===== config.mk =====
export PLATFORM = sky130hd
export DESIGN_NAME = load_store_unit
export DESIGN_NICKNAME = d
export VERILOG_FILES = /design/src/rtl/load_store_unit.sv
export SDC_FILE = /design/constraint.sdc
export NUM_CORES = 1
export LEC_CHECK = 0
export CAP_MARGIN = 10
export CORE_ASPECT_RATIO = 1.75
export CORE_MARGIN = 5
export CORE_UTILIZATION = 40
export CTS_CLUSTER_DIAMETER = 100
export DETAILED_ROUTE_END_ITERATION = 10
export MAX_ROUTING_LAYER = met4
export PLACE_DENSITY = 0.78
export SYNTH_ARGS = -nofsm -noshare
export SYNTH_HDL_FRONTEND = slang
export SYNTH_SLANG_ARGS = --single-unit
export TNS_END_PERCENT = 100

===== constraint.sdc =====
create_clock -name clk -period 2.9 [get_ports clk]
set_clock_uncertainty 0.15 [all_clocks]
set_input_delay 0.435 -clock clk [delete_from_list [all_inputs] [get_ports clk]]
set_output_delay 0.435 -clock clk [all_outputs]
set_load 0.02 [all_outputs]

===== src/rtl/load_store_unit.sv =====
// Load/store unit: decodes a memory request from the core, checks its
// alignment and size encoding, issues one request/acknowledge transaction
// on the data-memory port, and returns aligned, extended load data.
// An access that is never acknowledged is aborted after TIMEOUT cycles and
// reported through busError.
module load_store_unit #(
    parameter int TIMEOUT = 16
) (
    input  logic        clk,
    input  logic        reset,
    input  logic        memRead,
    input  logic        memWrite,
    input  logic [2:0]  func3,
    input  logic [31:0] aluResult,
    input  logic [31:0] storeData,
    output logic        stall,
    output logic [31:0] loadResult,
    output logic        accessFault,
    output logic        busError,
    output logic        dmemReq,
    output logic        dmemWe,
    output logic [31:0] dmemAddr,
    output logic [31:0] dmemWdata,
    output logic [3:0]  dmemBe,
    input  logic        dmemAck,
    input  logic [31:0] dmemRdata
);

    typedef enum logic [1:0] {
        IDLE   = 2'd0,
        ACCESS = 2'd1,
        DONE   = 2'd2
    } state_t;

    // Last counter value of an unacknowledged access before it is aborted.
    localparam logic [5:0] TIMEOUT_LAST = 6'(TIMEOUT - 1);

    state_t      state_reg, state_next;
    logic [5:0]  wait_count_reg, wait_count_next;
    logic [31:0] addr_reg;
    logic [1:0]  lane_reg;
    logic [2:0]  func3_reg;
    logic        we_reg;
    logic [31:0] wdata_reg;
    logic [3:0]  be_reg;
    logic [31:0] load_result_reg;
    logic        bus_error_reg;

    logic        request;
    logic        legal_func3;
    logic        misaligned;
    logic        fault;
    logic        accept;
    logic        timeout_hit;
    logic [3:0]  byte_sel;
    logic [31:0] wdata_in;
    logic [3:0]  be_in;
    logic [7:0]  rd_byte;
    logic [15:0] rd_half;
    logic [31:0] load_value;

    // A store wins when both request lines are high, so memWrite alone
    // selects the store encoding rules.
    assign request = memRead | memWrite;

    // Which func3 codes are meaningful for the current access direction.
    always_comb begin
        legal_func3 = 1'b0;
        case (func3)
            3'b000, 3'b001, 3'b010: legal_func3 = 1'b1;
            3'b100, 3'b101:         legal_func3 = ~memWrite;
            default:                legal_func3 = 1'b0;
        endcase
    end

    assign misaligned = ((func3[1:0] == 2'b01) && aluResult[0]) ||
                        ((func3[1:0] == 2'b10) && (aluResult[1:0] != 2'b00));
    assign fault      = ~legal_func3 | misaligned;
    assign accept     = (state_reg == IDLE) && request && ~fault;

    // One-hot byte-lane decode of the low address bits.
    generate
        for (genvar gi = 0; gi < 4; gi++) begin : g_lane
            assign byte_sel[gi] = (aluResult[1:0] == 2'(gi));
        end
    endgenerate

    // Position store data on the lanes and build the byte enables.
    always_comb begin
        wdata_in = storeData;
        be_in    = 4'b1111;
        case (func3[1:0])
            2'b00:   wdata_in = {4{storeData[7:0]}};
            2'b01:   wdata_in = {2{storeData[15:0]}};
            default: wdata_in = storeData;
        endcase
        if (memWrite) begin
            case (func3[1:0])
                2'b00:   be_in = byte_sel;
                2'b01:   be_in = aluResult[1] ? 4'b1100 : 4'b0011;
                default: be_in = 4'b1111;
            endcase
        end
    end

    // Extract and extend the addressed lane of the returned word.
    always_comb begin
        rd_byte    = dmemRdata[{lane_reg, 3'b000} +: 8];
        rd_half    = lane_reg[1] ? dmemRdata[31:16] : dmemRdata[15:0];
        load_value = dmemRdata;
        case (func3_reg)
            3'b000:  load_value = {{24{rd_byte[7]}}, rd_byte};
            3'b001:  load_value = {{16{rd_half[15]}}, rd_half};
            3'b100:  load_value = {24'h000000, rd_byte};
            3'b101:  load_value = {16'h0000, rd_half};
            default: load_value = dmemRdata;
        endcase
    end

    // Next-state logic and wait counter; DONE always returns to IDLE.
    always_comb begin
        state_next      = state_reg;
        wait_count_next = wait_count_reg;
        timeout_hit     = 1'b0;
        case (state_reg)
            IDLE: begin
                if (accept) begin
                    state_next      = ACCESS;
                    wait_count_next = 6'd0;
                end
            end
            ACCESS: begin
                if (dmemAck) begin
                    state_next = DONE;
                end else if (wait_count_reg == TIMEOUT_LAST) begin
                    state_next  = DONE;
                    timeout_hit = 1'b1;
                end else begin
                    wait_count_next = wait_count_reg + 6'd1;
                end
            end
            DONE:    state_next = IDLE;
            default: state_next = IDLE;
        endcase
    end

    // Core-facing handshake outputs; all held low while reset is asserted.
    always_comb begin
        stall       = ~reset && (accept || (state_reg == ACCESS));
        accessFault = ~reset && (state_reg == IDLE) && request && fault;
        dmemReq     = ~reset && (state_reg == ACCESS);
    end

    // State register, wait counter and timeout flag.
    always_ff @(posedge clk) begin
        if (reset) begin
            state_reg      <= IDLE;
            wait_count_reg <= 6'd0;
            bus_error_reg  <= 1'b0;
        end else begin
            state_reg      <= state_next;
            wait_count_reg <= wait_count_next;
            bus_error_reg  <= timeout_hit;
        end
    end

    // Capture the request attributes when an access is accepted.
    always_ff @(posedge clk) begin
        if (reset) begin
            addr_reg  <= 32'h0;
            lane_reg  <= 2'b00;
            func3_reg <= 3'b000;
            we_reg    <= 1'b0;
            wdata_reg <= 32'h0;
            be_reg    <= 4'b0000;
        end else if (accept) begin
            addr_reg  <= {aluResult[31:2], 2'b00};
            lane_reg  <= aluResult[1:0];
            func3_reg <= func3;
            we_reg    <= memWrite;
            wdata_reg <= wdata_in;
            be_reg    <= be_in;
        end
    end

    // Load writeback data: updated on a load ack, cleared on a timeout.
    always_ff @(posedge clk) begin
        if (reset) begin
            load_result_reg <= 32'h0;
        end else if (state_reg == ACCESS) begin
            if (dmemAck) begin
                if (!we_reg) begin
                    load_result_reg <= load_value;
                end
            end else if (timeout_hit) begin
                load_result_reg <= 32'h0;
            end
        end
    end

    assign loadResult = load_result_reg;
    assign busError   = bus_error_reg;
    assign dmemWe     = we_reg;
    assign dmemAddr   = addr_reg;
    assign dmemWdata  = wdata_reg;
    assign dmemBe     = be_reg;

endmodule


==> results.md <==
- Post-CTS Setup Bufs: 0
- Number of nets with antenna violations after routing: 0
- Shortest clock period the worst path allows after layout: 2.70 ns
- Final Hold Vio Count: 0
- Number of cell instances on the worst register-to-register path: 5
- Core Footprint: 11900 um2
- Clk sinks: 113
- Initial standard-cell utilization of the core: 40.4%
- Slew margin rel.: 56.3%
- 1st-pass router iterations: 6
- Clock tree buffer depth: 2
- Final setup viols: 0
- Post-synthesis instance area: 4820 um2
- Leading area contributor after synthesis: sky130_fd_sc_hd__dfxtp_1
- Outcome: finished, final reports clean
- Number of DRC violations after detailed-routing iteration 0: 196
- Maximum fanout count along the critical path: 2
- Primary FF master, synth: sky130_fd_sc_hd__dfxtp_1
- Avg Cell Area, Syn: 8.38 um2
- Placement Cell Area: 7010 um2
- Post-Place Cells: 892
- Share of flip-flops with an asynchronous set or reset after synthesis: 0%
- Actual slew at the worst max-slew pin: 0.656 ns
- Unrepaired setup endpoints after global routing: no
- Proportion of power drawn by flip-flops and latches: 35.1%
- FILL cells: 997
- Number of standard cells in the layout, taps in and fillers out: 925
- Overall power: 0.00483 W
- Antenna violations before repair: 0
- Weighted congestion reported at the end of routability-driven placement: 0.954
- Clock transition at the register clock pins on the worst setup and hold paths after CTS: 0.05 ns
- Share of the synthesized area in the top cell type: 46.9%
- Worst endpoint data arrival time: 2.12 ns
- Insertion delay to the later sink of the worst-skew pair: 0.40 ns
- Count of pins on the block boundary: 209
- Cell family with the largest share of critical-path delay: buffers and inverters
- Global-route congestion overflow total: 0
- Num CTS Buffers: 17
- Post-DR vias/cell: 5.46
- Vias after detailed routing: 5047
- Max stage delay on crit path: 0.56 ns
- Nature of the critical path endpoint: output pin
- Buffers on Ports: 206
- Synth Warn #: 0
- Final cycle utilization of the critical path: 93.1%
- Cell row count: 53
- Non-Filler Cell Area, Final: 7700 um2
- Pwr dens: 628 nW/um2
- Part of the Yosys area used for sequential elements: 46.9%
- Wire length reported by the detailed router: 17000 um
- Slowest-stage cell, CP: sky130_fd_sc_hd__or4_1
- Slack of the worst reg-to-reg path: 0.61 ns
- Worst slack at placement: -0.261 ns
- VDD IR max: 0.382 mV
- Synth Instances: 575
- Net count reported at finish: 880
- Clock tree root buffer cell: sky130_fd_sc_hd__clkbuf_16
- Logic pwr share: 16.4%
- Die outline width: 93.0 um
- Area of the die: 14400 um2
- Destination of the worst register-to-register timing path: loadResult[21]
- Internal power: 0.00359 W
- Cell count along the critical path: 5
- Share of total power consumed by net switching: 25.8%
- Number of distinct library cells after synthesis: 49
- MaxCap Viol Count: 0
- Count of flip-flops with a built-in enable after synthesis: 0
- Height of the die: 155 um
- Worst setup slack after layout: 0.200 ns
- Wire length of the first global-routing pass: 25800 um
- HPWL after detailed placement: 12700 um
- Number of global-route vias before repair: 5039
- Buf/Inv on CP: 2
- Count of hold-fix buffers inserted at cts: 0
- Data required time at the worst endpoint: 2.32 ns
- Achievable Freq: 370 MHz
- Largest net degree at the start of global routing: 65
- Number of storage elements in the synthesis netlist: 113
- Signed area change from the synthesized netlist to the final layout: 59.6%
- DRC viols: 0
- Share of post-route cells with drive strength above 1: 7.74%
- Cell-by-cell trace of the critical path: clkdlybuf4s50_1 > or4_1 > a211o_2 > a21oi_1 > clkbuf_2
- Max-slew violations: 0
- Overall track demand over capacity in global routing: 23.4%
- N_diodes: 0
- Type of origin of the critical path: input pin
- Worst hold path type: flop to flop
- Source of the worst register-to-register timing path: state_reg[0]
- Classification of the worst setup path: input pin to output pin
- CTS tree: done
- H-tree level count: 4
- Routed wire length per instance: 18.4 um
- Crit path launch: func3[2]
- Switching pwr: 0.00125 W
- Synth area leaders: sky130_fd_sc_hd__dfxtp_1 47%, sky130_fd_sc_hd__nand2_1 11%, sky130_fd_sc_hd__a21oi_1 6.2%
- Setup crit end: stall
- Leakage power: 2.84 nW
- Clock network fraction of total power: 48.5%
- Number of cells upsized or downsized after cts: 2
==> layout by cell type (no fill, tap or decap), types with 3 or more instances in the layout <==
cell | netlist | routed
sky130_fd_sc_hd__nor2_1 | 41 | 40
sky130_fd_sc_hd__a211oi_1 | 11 | 11
sky130_fd_sc_hd__clkinv_4 | 0 | 5
sky130_fd_sc_hd__a221o_1 | 22 | 22
sky130_fd_sc_hd__a311oi_1 | 9 | 9
sky130_fd_sc_hd__nor3_1 | 10 | 10
sky130_fd_sc_hd__dfxtp_1 | 113 | 113
sky130_fd_sc_hd__inv_1 | 8 | 8
sky130_fd_sc_hd__buf_4 | 4 | 18
sky130_fd_sc_hd__nand3_1 | 5 | 5
sky130_fd_sc_hd__o211ai_1 | 7 | 7
sky130_fd_sc_hd__inv_6 | 0 | 3
sky130_fd_sc_hd__mux2i_1 | 24 | 24
sky130_fd_sc_hd__a21oi_1 | 60 | 60
sky130_fd_sc_hd__nand2_1 | 135 | 135
sky130_fd_sc_hd__o21ai_0 | 25 | 25
sky130_fd_sc_hd__clkbuf_16 | 0 | 17
sky130_fd_sc_hd__bufinv_16 | 0 | 5
sky130_fd_sc_hd__o2bb2ai_1 | 7 | 7
sky130_fd_sc_hd__and2_1 | 6 | 6
sky130_fd_sc_hd__nor2b_1 | 5 | 5
sky130_fd_sc_hd__clkdlybuf4s50_1 | 0 | 203
sky130_fd_sc_hd__nand2b_1 | 7 | 7
==> layer usage <==
metal / vias to the layer above / wire (um) / global-route usage (%) / part of all wire (%)
li1: 2431 / - / - / -
met1: 2339 / 6120 / 24.1 / 36
met4: 0 / 682 / 11.9 / 4.0
met3: 43 / 1100 / 5.03 / 6.4
met5: - / 0 / - / 0
met2: 234 / 9130 / 41.3 / 54
==> metrics by stage <==
step | TNS, ns | util, % | hold WS, ns
after floorplan | 0 | - | 0.300
after global placement | -0.240 | 58.7 | 0.291
after detailed placement | -0.262 | 58.7 | 0.296
after CTS | 0 | 64.3 | 0.304
after global routing | 0 | 64.5 | 0.324
final | 0 | 64.5 | 0.301
==> logic make-up after synthesis <==
kind of cell    after synthesis  synth area share [%]
compound gates              160                  22.9
other cells                   1                0.0778
simple gates                221                  19.6
fa+ha+maj                     1                 0.259
mux                          25                  5.45
buf+inv                      54                  4.85
flops                       113                  46.9
==> area by class of cell <==
type / instances / area (um2) / area share (%)
Clock buffer: 18 / 439 / 5.71
Clock inverter: 14 / 228 / 2.96
Inverter: 8 / 30.0 / 0.390
Multi-Input combinational cell: 409 / 2330 / 30.3
Sequential cell: 113 / 2260 / 29.4
Tap cell: 137 / 171 / 2.23
Timing Repair Buffer: 226 / 2230 / 29.0
==> power groups by stage <==
stage | clock, W | sequential [W] | combinational (W)
final | 0.00234 | 0.00170 | 0.000793
after global placement | 0 | 0.00172 | 0.000774
after global routing | 0.00245 | 0.00171 | 0.000847
after floorplan | 0 | 0.00181 | 0.000282
after detailed placement | 0 | 0.00173 | 0.000788
after CTS | 0.00237 | 0.00170 | 0.000790
==> cells in the mapped netlist (8+ instances only) <==
| cell | count |
|---|---|
| sky130_fd_sc_hd__a221o_1 | 22 |
| sky130_fd_sc_hd__mux2i_1 | 24 |
| sky130_fd_sc_hd__nor3_1 | 10 |
| sky130_fd_sc_hd__dfxtp_1 | 113 |
| sky130_fd_sc_hd__nor2_1 | 41 |
| sky130_fd_sc_hd__inv_1 | 8 |
| sky130_fd_sc_hd__o21ai_0 | 25 |
| sky130_fd_sc_hd__a211oi_1 | 11 |
| sky130_fd_sc_hd__clkbuf_1 | 28 |
| sky130_fd_sc_hd__nand2_1 | 135 |
| sky130_fd_sc_hd__buf_2 | 13 |
| sky130_fd_sc_hd__a311oi_1 | 9 |
| sky130_fd_sc_hd__a21oi_1 | 60 |
==> worst min-delay path: cells and delay by family (launching register included) <==
kind               cells  cell delay [ns]
AOI/OAI and AO/OA      1             0.05
DFF                    1             0.30
and+or+nand+nor        1             0.05
==> worst min-delay path by stage <==
stage / end / cells after the start / startpoint / slack, ns
final: dmemAddr[16] / 2 / dmemAddr[16] / 0.30
after global routing: dmemAddr[17] / 2 / dmemAddr[17] / 0.32
after CTS: dmemAddr[16] / 2 / dmemAddr[16] / 0.30
after detailed placement: dmemAddr[16] / 2 / dmemAddr[16] / 0.30
after global placement: dmemAddr[30] / 2 / dmemAddr[30] / 0.29
after floorplan: func3_reg[2] / 2 / func3_reg[2] / 0.30
No activity file was read; power rests on OpenSTA's default activity.
